**config.mk**
```make
export PLATFORM = sky130hd
export DESIGN_NAME = multicycle_ctrl
export DESIGN_NICKNAME = d
export VERILOG_FILES = /design/src/rtl/multicycle_ctrl.sv
export SDC_FILE = /design/constraint.sdc
export NUM_CORES = 1
export LEC_CHECK = 0
export CORE_AREA = 5 5 48 50
export CTS_BUF_LIST = sky130_fd_sc_hd__clkbuf_4 sky130_fd_sc_hd__clkbuf_8
export CTS_CLUSTER_DIAMETER = 120
export DETAILED_ROUTE_END_ITERATION = 8
export DIE_AREA = 0 0 53 55
export GPL_ROUTABILITY_DRIVEN = 0
export GPL_TIMING_DRIVEN = 0
export PLACE_DENSITY = 0.87
export SLEW_MARGIN = 5
export SYNTH_ARGS = -nofsm -noshare
export SYNTH_HDL_FRONTEND = slang
export SYNTH_SLANG_ARGS = --single-unit
```
**constraint.sdc**
```tcl
create_clock -name clock -period 2.53 [get_ports clock]
set_input_delay 0.506 -clock clock [delete_from_list [all_inputs] [get_ports clock]]
set_output_delay 0.506 -clock clock [all_outputs]
set_load 0.05 [all_outputs]
```
**src/rtl/multicycle_ctrl.sv**
```systemverilog
// multicycle_ctrl
//   Multi-cycle sequencer for the 16-bit CPU datapath. Each instruction walks
//   FETCH -> DECODE -> EXEC -> WB. FETCH waits on the instruction-memory
//   handshake, and the machine stops for good on HALT_OP.
//
// Ports
//   clock        in   system clock, rising edge
//   resetn       in   asynchronous active-low reset
//   start        in   level; leaves IDLE when high
//   op           in   IR[15:12], valid in DECODE
//   imem_ready   in   instruction present on the imem bus
//   imem_req     out  fetch request (FETCH)
//   ir_write     out  load IR (FETCH and imem_ready)
//   pc_write     out  PC <= PC+2 (FETCH and imem_ready)
//   reg_write    out  register-file write enable (WB)
//   reg_dst      out  1: WR=IR[7:6], 0: WR=IR[9:8]
//   alu_src      out  1: B=sext(IR[7:0]), 0: B=RD2
//   alu_control  out  ALU operation select
//   busy         out  state is neither IDLE nor HALT
//   halted       out  state is HALT
//   illegal      out  pulse in DECODE for an opcode in 1000..1110
//   cycle_count  out  busy cycles, saturating        (PERF_CNT_EN only)
//   instr_count  out  retired instructions, saturating (PERF_CNT_EN only)
//
// Build option: define PERF_CNT_EN to add the two performance counters.
module multicycle_ctrl #(
  parameter int              OP_W    = 4,
  parameter int              ALUC_W  = 4,
  parameter int              CNT_W   = 16,
  parameter logic [OP_W-1:0] HALT_OP = 4'b1111
) (
  input  logic              clock,
  input  logic              resetn,
  input  logic              start,
  input  logic [OP_W-1:0]   op,
  input  logic              imem_ready,
  output logic              imem_req,
  output logic              ir_write,
  output logic              pc_write,
  output logic              reg_write,
  output logic              reg_dst,
  output logic              alu_src,
  output logic [ALUC_W-1:0] alu_control,
  output logic              busy,
  output logic              halted,
  output logic              illegal
`ifdef PERF_CNT_EN
  ,
  output logic [CNT_W-1:0]  cycle_count,
  output logic [CNT_W-1:0]  instr_count
`endif
);

  typedef enum logic [2:0] {
    IDLE   = 3'd0,
    FETCH  = 3'd1,
    DECODE = 3'd2,
    EXEC   = 3'd3,
    WB     = 3'd4,
    HALT   = 3'd5
  } state_t;

  localparam int DEC_W = ALUC_W + 2;

  state_t          state, state_n;
  logic [OP_W-1:0] op_q, op_q_n;

  // {alu_control, reg_dst, alu_src} for each supported opcode
  function automatic logic [DEC_W-1:0] decode_op(input logic [OP_W-1:0] opc);
    logic [DEC_W-1:0] d;
    case (opc)
      OP_W'(0): d = {ALUC_W'(4'b0010), 1'b1, 1'b0};  // add
      OP_W'(1): d = {ALUC_W'(4'b0110), 1'b1, 1'b0};  // sub
      OP_W'(2): d = {ALUC_W'(4'b0000), 1'b1, 1'b0};  // and
      OP_W'(3): d = {ALUC_W'(4'b0001), 1'b1, 1'b0};  // or
      OP_W'(4): d = {ALUC_W'(4'b1100), 1'b1, 1'b0};  // nor
      OP_W'(5): d = {ALUC_W'(4'b1101), 1'b1, 1'b0};  // nand
      OP_W'(6): d = {ALUC_W'(4'b0111), 1'b1, 1'b0};  // slt
      OP_W'(7): d = {ALUC_W'(4'b0010), 1'b0, 1'b1};  // addi
      default:  d = '0;
    endcase
    return d;
  endfunction

  // Upper half of the opcode space, minus HALT_OP, is unsupported.
  function automatic logic is_illegal(input logic [OP_W-1:0] opc);
    return opc[OP_W-1] && (opc != HALT_OP);
  endfunction

  always_comb begin
    state_n = state;
    op_q_n  = op_q;
    case (state)
      IDLE:    if (start) state_n = FETCH;
      FETCH:   if (imem_ready) state_n = DECODE;
      DECODE: begin
        op_q_n = op;
        if (op == HALT_OP)   state_n = HALT;
        else if (is_illegal(op)) state_n = FETCH;
        else                 state_n = EXEC;
      end
      EXEC:    state_n = WB;
      WB:      state_n = FETCH;
      HALT:    state_n = HALT;
      default: state_n = IDLE;
    endcase
  end

  // Moore outputs are registered from the next state so they line up with it.
  always_ff @(posedge clock or negedge resetn) begin
    if (!resetn) begin
      state       <= IDLE;
      op_q        <= '0;
      imem_req    <= 1'b0;
      reg_write   <= 1'b0;
      reg_dst     <= 1'b0;
      alu_src     <= 1'b0;
      alu_control <= '0;
      busy        <= 1'b0;
      halted      <= 1'b0;
    end else begin
      state     <= state_n;
      op_q      <= op_q_n;
      imem_req  <= (state_n == FETCH);
      reg_write <= (state_n == WB);
      if (state_n == EXEC || state_n == WB)
        {alu_control, reg_dst, alu_src} <= decode_op(op_q_n);
      else
        {alu_control, reg_dst, alu_src} <= '0;
      busy      <= (state_n == FETCH) || (state_n == DECODE) ||
                   (state_n == EXEC)  || (state_n == WB);
      halted    <= (state_n == HALT);
    end
  end

  // The IR/PC strobes follow imem_ready in the same cycle; illegal follows op,
  // which is only valid while in DECODE.
  assign ir_write = (state == FETCH) && imem_ready;
  assign pc_write = (state == FETCH) && imem_ready;
  assign illegal  = (state == DECODE) && is_illegal(op);

`ifdef PERF_CNT_EN
  function automatic logic [CNT_W-1:0] sat_inc(input logic [CNT_W-1:0] v);
    return (&v) ? v : v + CNT_W'(1);
  endfunction

  always_ff @(posedge clock or negedge resetn) begin
    if (!resetn) begin
      cycle_count <= '0;
      instr_count <= '0;
    end else begin
      if (state == FETCH || state == DECODE || state == EXEC || state == WB)
        cycle_count <= sat_inc(cycle_count);
      // Only instructions that reach WB retire; illegal and HALT never do.
      if (state == WB)
        instr_count <= sat_inc(instr_count);
    end
  end
`else
  // CNT_W only sizes the perf counters; keep it referenced in this build.
  if (CNT_W < 1) begin : g_cnt_w_unused
  end
`endif

endmodule
```
After elaboration in Yosys (flattened, before gate mapping)
Memories as Yosys holds them, arrays and structs flattened.
Cells that the tools add are included.
- reductions and logical operators: 8
- eq/ne operators: 12
- multiplexer cells: 10
- operators by type and width (kind ; count):
    $pmux 3 s6 ; 1
    $eq 3x2->1 const B ; 4
    $eq 3x3->1 const B ; 4
    $mux 3 ; 3
    $mux 4 ; 2
    $eq 3x1->1 const B ; 2
    $mux 6 ; 1
    $eq 4x4->1 const B ; 1
    $logic_or 1x1->1 ; 4
    $ne 4x4->1 const B ; 1
    $logic_and 1x1->1 ; 3
    $logic_not 3->1 ; 1
    $mux 1 ; 2
    $mux 2 ; 1
- register bits after elaboration: 17
- memory bits (read-only): 48
- memories kept: 1
- logic and storage cells: 40
- output and inout port bits: 13
- input port bits: 8
- memory list (name ; words ; bits a word ; read ports ; clocked after memory_dff ; wr ports ; RTL line ; text):
    (no name shown) ; 8 ; 6 ; 1 ; 0 ; 0 ; 71 ; case (opc)

Depth between registers and ports, before layout
Gate-level depths: netlist of the first run.
- depth in word-level cells: 9
- depth in mapped cells: 7
- gate-level depth less buffers: 6

Least setup slack after synthesis of the first run
Ideal clock, no wire load.
- path kind: input to output
- start: input imem_ready
- end: output pc_write
- stages on the path: 3
- data required time: 2.024 ns
- arrival: 2.071 ns
- path buffers: 1
- slack: -0.047 ns
- cells stage by stage: nand2_1 nor3_1 buf_4
- cells in the longest elaborated chain, start to end: 1
- ends and longest elaborated chain (element ; RTL line ; text):
    from (decl) ; 36 ; input logic imem_ready,
    $logic_and 1x1->1 ; n/a ;
    to (decl) ; 39 ; output logic pc_write,
No other way between the ends.

Worst setup path after layout of the first run
- start: input imem_ready
- end: output pc_write
- cells in the longest elaborated chain, start to end: 1
- ends and longest elaborated chain (element ; RTL line ; text):
    $logic_and 1x1->1 ; 139 ; assign pc_write = (state == FETCH) && imem_ready;
No other way between the ends.

==> results of run 1 <==
[cells in the mapped netlist (all sizes together)]
cell type   n
a21o        5
nand2b      3
ha          2
or4         1
nand3       2
a31oi       1
nor2b       2
nor3        2
buf         4
a21boi      1
nor2        2
nor3b       2
mux2        4
or2b        1
a21oi       3
inv         7
o31ai       1
a211oi      1
dfrtp      17
nand3b      2
nand2       6
a41oi       1
o2111ai     1
o22ai       1
mux2i       1
and3        2
[metrics by stage]
step,setup WS (ns),instance area (sq um),TNS (ns)
finish,0.103,1110,0
global route,0.0223,1110,0
CTS,0.0806,1110,0
detailed placement,-0.201,1080,-0.412
global placement,-0.179,1080,-0.373
floorplan,0.469,847,0
[routing by layer]
layer | routed length [um] | part of all wire | vias up | track usage
met5 | 0 | 0 | - | 0
met4 | 14 | 0.0084 | 0 | 0.0638
met3 | 73 | 0.044 | 2 | 0.0241
met2 | 807 | 0.48 | 22 | 0.227
met1 | 781 | 0.47 | 313 | 0.157
li1 | - | - | 308 | -
[sequential cells by signal (all words and copies together) (netlist names)]
name         flops
alu_control      4
op_q             4
state            3
alu_src          1
busy             1
halted           1
imem_req         1
reg_dst          1
reg_write        1
[timing repair]
item                       in CTS  in global routing
resized for setup               3                  0
buffers inserted                0                  0
setup endpoints to repair       3                  0
hold buffers                    0                  0
[power breakdown]
group	internal, uW	switching (uW)
clock network	71.9	80.9
logic	11.9	13.3
registers	271	0
[worst paths after layout]
| kind | start | end | slack, ns | cells after the start |
|---|---|---|---|---|
| max | imem_ready | pc_write | 0.10 | 5 |
| min | op_q[3]$_DFF_PN0_ | op_q[3]$_DFF_PN0_ | 0.53 | 1 |
| max reg2reg | state[2]$_DFF_PN0_ | alu_control[0]$_DFF_PN0_ | 0.52 | 7 |
| min reg2reg | op_q[3]$_DFF_PN0_ | op_q[3]$_DFF_PN0_ | 0.53 | 1 |
| max in group asynchronous | resetn | op_q[1]$_DFF_PN0_ | 1.44 | 1 |
| min in group asynchronous | resetn | reg_dst$_DFF_PN0_ | 0.64 | 1 |
[cells by family (layout without fill, tap and decap cells)]
logic type,count (synthesis),in the layout
mux,5,5
flops,17,17
buf+inv,11,35
simple gates,25,25
fa+ha+maj,2,2
compound gates,15,15
[final cells by class]
| class | instances | area share |
|---|---|---|
| sequential | 17 | 0.384 |
| buffer | 4 | 0.0373 |
| timing repair buffer | 20 | 0.177 |
| inverter | 7 | 0.0237 |
| tap | 27 | 0.0305 |
| multi-input combinational | 47 | 0.320 |
| clock buffer | 4 | 0.0271 |
[critical path, stage by stage]
cell and delay [ns]:
clkdlybuf4s50_1 0.48, nand2_1 0.07, nor3_2 0.20, buf_4 0.15, dlygate4sd2_1 0.51
==> flow_summary_export.csv, run 1 <==
group,metric,value,unit
place,dpl.hpwl,1230,um
die,rows,16,
worst_setup_path,crit_fanout,3,
synthesis,yosys.area.top_type,"dfrtp_1",
global_route,grt_pass1_vias,661,
synthesis,synth_area_leaders,"dfrtp_1 (51%), buf_6 (4.0%), mux2_4 (3.6%), inv_1 (3.1%), ha_1 (3.0%)",
clock_network,htree_levels,1,
route,routed_via_density,5.12,
worst_setup_path,required,2.02,ns
timing,rsz0062_at_grt,"false",
die,die_area,2920,sq um
clock_network,cts.root.buffer_cell,"clkbuf_4",
route,finalWirelength,1680,um
clock_network,clk_pin_slew_worst_paths,0.09,ns
die,fp.dieH,55,um
route,dr.pass1.iters,4,
timing,hold_slack,0.533,ns
die,die_w,53,um
finish,nFillCells,160,
synthesis,yosysSeqAreaShare,0.505,
finish,final_util,0.595,
timing,fmax,412,MHz
place,place_inst,122,
timing,setup-violations-final,0,
finish,multi_input_area,354,sq um
finish,seqCellArea,425,sq um
synthesis,synthXorXnorAreaFrac,0,
die,io_pins,21,
worst_hold_path,min_path_type,"reg -> reg",
finish,mostFrequentLayoutCells,"dfrtp_1 (17), clkdlybuf4s50_1 (17), inv_1 (7)",
worst_setup_path,crit_type,"in -> out",
timing,fin_crit,2.43,ns
pwr,power.density,406,nW/um^2
finish,num_antenna_cells,0,
worst_setup_path,cp-end-kind,"primary output",
die,start_util,0.452,
clock_network,clockBufferDepth,2,
pwr,p_leak,0.000531,uW
synthesis,synth_compound_area_frac,0.134,
die,coreArea,1860,sq um
synthesis,synth.avg_cell_area,11.2,sq um
clock_network,clock-sinks,17,
timing,tightest_slew,0.718,ns
finish,drive_gt1_frac,0.182,
synthesis,synth_fa_ha_area_frac,0.0297,
synthesis,synth_warnings,0,
route,drtIter0Drc,9,
timing,maxSlewViolCount,0,
synthesis,syn_inst,75,
clock_network,cts_buffers,3,
route,routedWlPerCell,13.3,um
worst_setup_path,start_kind,"input port",
route,drtAntennaViolNets,0,
synthesis,synth_simple_gate_area_frac,0.177,
pwr,total_power,450,uW
timing,fin_crit_sh,0.959,
place,numPortBuffers,20,
worst_setup_path,worstPathArrival,1.92,ns
global_route,grt-ovfl-total,0,
synthesis,synth_top_area_frac,0.505,
pwr,peakVddDrop,0.320,mV
synthesis,ys_ff_latch,17,
synthesis,synthMuxAreaShare,0.0743,
timing,max_slew_margin,0.520,
clock_network,insertion_delay,0.28,ns
global_route,grt_pass1_wl,2740,um
timing,final.setup_skew,0.000522,ns
finish,syn2layout_area_growth,31.5,%
route,num_vias,645,
synthesis,syn_nets,85,
global_route,grt_start_max_net_pins,18,
clock_network,cts_tree,"yes",
synthesis,syn_area,842,sq um
finish,stdcell_count,126,
outcome,status,"finished, final reports clean",
synthesis,ys_types,29,
global_route,grt_usage,0.131,
timing,hold_viol_final,0,
finish,nets,110,
global_route,antenna_found_initial,0,
route,drc,0,
job,maxCapViolCount,0,
synthesis,synth_top_family_by_area,"simple AND/OR/NAND/NOR gates",
Note: power is estimated with default switching activity, not from simulation.
==> inputs of run 2 (changes only) <==
- CORE_AREA: 5 5 48 50 -> 5 5 51 71
- DIE_AREA: 0 0 53 55 -> 0 0 56 76
- PLACE_DENSITY: 0.87 -> 0.63
==> run 2 against run 1 <==
Sequential share of layout area is 1.1 points lower. Register-to-register slack better by 0.02 ns. Largest cell class unchanged. Highest routed layer unchanged. Total power is 13% higher. Largest power group unchanged. Via count is 1.7% lower. Clock-buffer cell count stayed put. Cell count is 9.5% higher. Critical path type unchanged. Clock skew is 0.0018 ns higher. Flip-flop and latch count stayed put. Sequential power hardly changed. Global-route usage is 3.6 points lower. Non-clock buffer count stayed put. Setup slack better by 0.049 ns.
==> flow_summary_export.csv, run 2 (synthesized netlist as in run 1, its figures left out) <==
group,metric,value,unit
worst_hold_path,whs_path_depth,1,
worst_setup_path,crit_type,"in -> out",
clock_network,cts_buffers,3,
worst_setup_path,ff2ff_setup_slack,0.54,ns
place,dp_slack,-0.166,ns
worst_setup_path,start_kind,"input port",
timing,fin_crit,2.38,ns
worst_setup_path,cp_slowest_cell,"dlygate4sd2_1",
clock_network,cts_tree,"yes",
finish,drive_gt1_frac,0.182,
timing,fin_crit_sh,0.940,
pwr,peakVddDrop,0.149,mV
timing,setup-violations-final,0,
timing,tightest_slew,0.755,ns
global_route,grt_start_max_net_pins,18,
global_route,grt_pass1_wl,3190,um
global_route,grt-ovfl-total,0,
worst_setup_path,critPathMaxStageDelay,0.51,ns
worst_setup_path,required,2.02,ns
finish,nFillCells,301,
worst_setup_path,r2r-start,"state[2]$_DFF_PN0_",
outcome,status,"finished, final reports clean",
finish,syn2layout_area_growth,35.5,%
worst_hold_path,min_path_type,"reg -> reg",
clock_network,clock-sinks,17,
timing,fmax,420,MHz
die,start_util,0.283,
die,coreArea,2970,sq um
route,dr.pass1.iters,4,
clock_network,cts.root.buffer_cell,"clkbuf_8",
worst_hold_path,holdPathEnd,"op_q[3]$_DFF_PN0_",
timing,setup_ws,0.151,ns
worst_setup_path,crit_chain,"clkdlybuf4s50_1, nand2_1, nor3_2, buf_4, dlygate4sd2_1",
global_route,grt_usage,0.0944,
die,die_area,4260,sq um
timing,maxSlewViolCount,0,
finish,mostFrequentLayoutCells,"dfrtp_1 (17), clkdlybuf4s50_1 (17), inv_1 (7)",
route,routedWlPerCell,12.9,um
die,rows,24,
clock_network,clockBufferDepth,2,
route,drtAntennaViolNets,0,
route,finalWirelength,1780,um
pwr,p_leak,0.000538,uW
die,fp.dieH,76,um
timing,max_slew_margin,0.495,
worst_hold_path,hold_start,"op_q[3]$_DFF_PN0_",
global_route,grt_pass1_vias,653,
clock_network,insertion_delay,0.25,ns
worst_setup_path,cp-end-kind,"primary output",
route,routed_via_density,4.59,
finish,stdcell_count,138,
route,drtIter0Drc,13,
route,drc,0,
timing,final.setup_skew,0.00237,ns
clock_network,cts.hold.buffers_added,0,
die,io_pins,21,
worst_setup_path,r2r-end,"alu_control[0]$_DFF_PN0_",
finish,nets,110,
clock_network,htree_levels,1,
place,place_inst,134,
timing,hold_viol_final,0,
worst_setup_path,worstPathArrival,1.87,ns
place,dpl.hpwl,1430,um
job,maxCapViolCount,0,
finish,reg.largest.list,"alu_control: 4 flops, op_q: 4 flops, state: 3 flops",
finish,num_antenna_cells,0,
worst_setup_path,crit_fanout,3,
place,numPortBuffers,20,
clock_network,clk_pin_slew_worst_paths,0.06,ns
die,die_w,56,um
timing,rsz0062_at_grt,"false",
pwr,power.density,447,nW/um^2
route,num_vias,634,
global_route,antenna_found_initial,0,
worst_setup_path,r2r_cells,7,
## run 2: changes by cell type in the layout (fill, tap and decap cells not counted)
cell      previous run  this run
clkbuf_4             4         1
clkbuf_8             0         3
## run 2: worst max-delay path: cells and delay by family
kind                   cells  cell delay (ns)
buffers and inverters      3             1.12
AND/OR/NAND/NOR            2             0.24
## run 2: stage by stage
stage	TNS [ns]	area [sq um]	hold slack [ns]	power, uW	util
final	0	1140	0.523	510	0.384
after global routing	0	1140	0.555	528	0.384
after CTS	0	1140	0.530	517	0.384
after detailed placement	-0.366	1100	0.514	302	0.369
after global placement	-0.338	1100	0.511	302	0.369
after floorplan	0	847	0.210	281	-
## run 2: layer usage
metal  global-route usage  wire, um
met1               0.0948       628
met2                0.170       989
met3               0.0237       112
met4               0.0570        46
met5                    0         0
## run 2: timing repair
item                                    in CTS  in global routing
gates resized for setup                      3                  0
buffers inserted                             0                  0
endpoints found under the setup margin       3                  0
## run 2: power breakdown
| part | internal [uW] | leakage (uW) | switching [uW] |
|---|---|---|---|
| clock | 122 | 0.0000262 | 90.8 |
| sequential | 272 | 0.000222 | 0 |
| combinational | 11.8 | 0.000290 | 12.9 |
## run 2: layout make-up
type	instances	area [sq um]	area share
Buffer	4	41.3	0.0362
Sequential cell	17	425	0.373
Inverter	7	26.3	0.0230
Clock buffer	4	48.8	0.0428
Multi-Input combinational cell	47	354	0.310
Tap cell	39	48.8	0.0428
Timing Repair Buffer	20	196	0.172
## run 2: worst max-delay path by stage
stage / slack, ns / from / to
after floorplan: 0.47 / state[1]$_DFF_PN0_ / pc_write
after CTS: 0.12 / imem_ready / pc_write
after detailed placement: -0.17 / imem_ready / pc_write
after global routing: 0.06 / state[2]$_DFF_PN0_ / illegal
final: 0.15 / imem_ready / pc_write
after global placement: -0.16 / imem_ready / pc_write
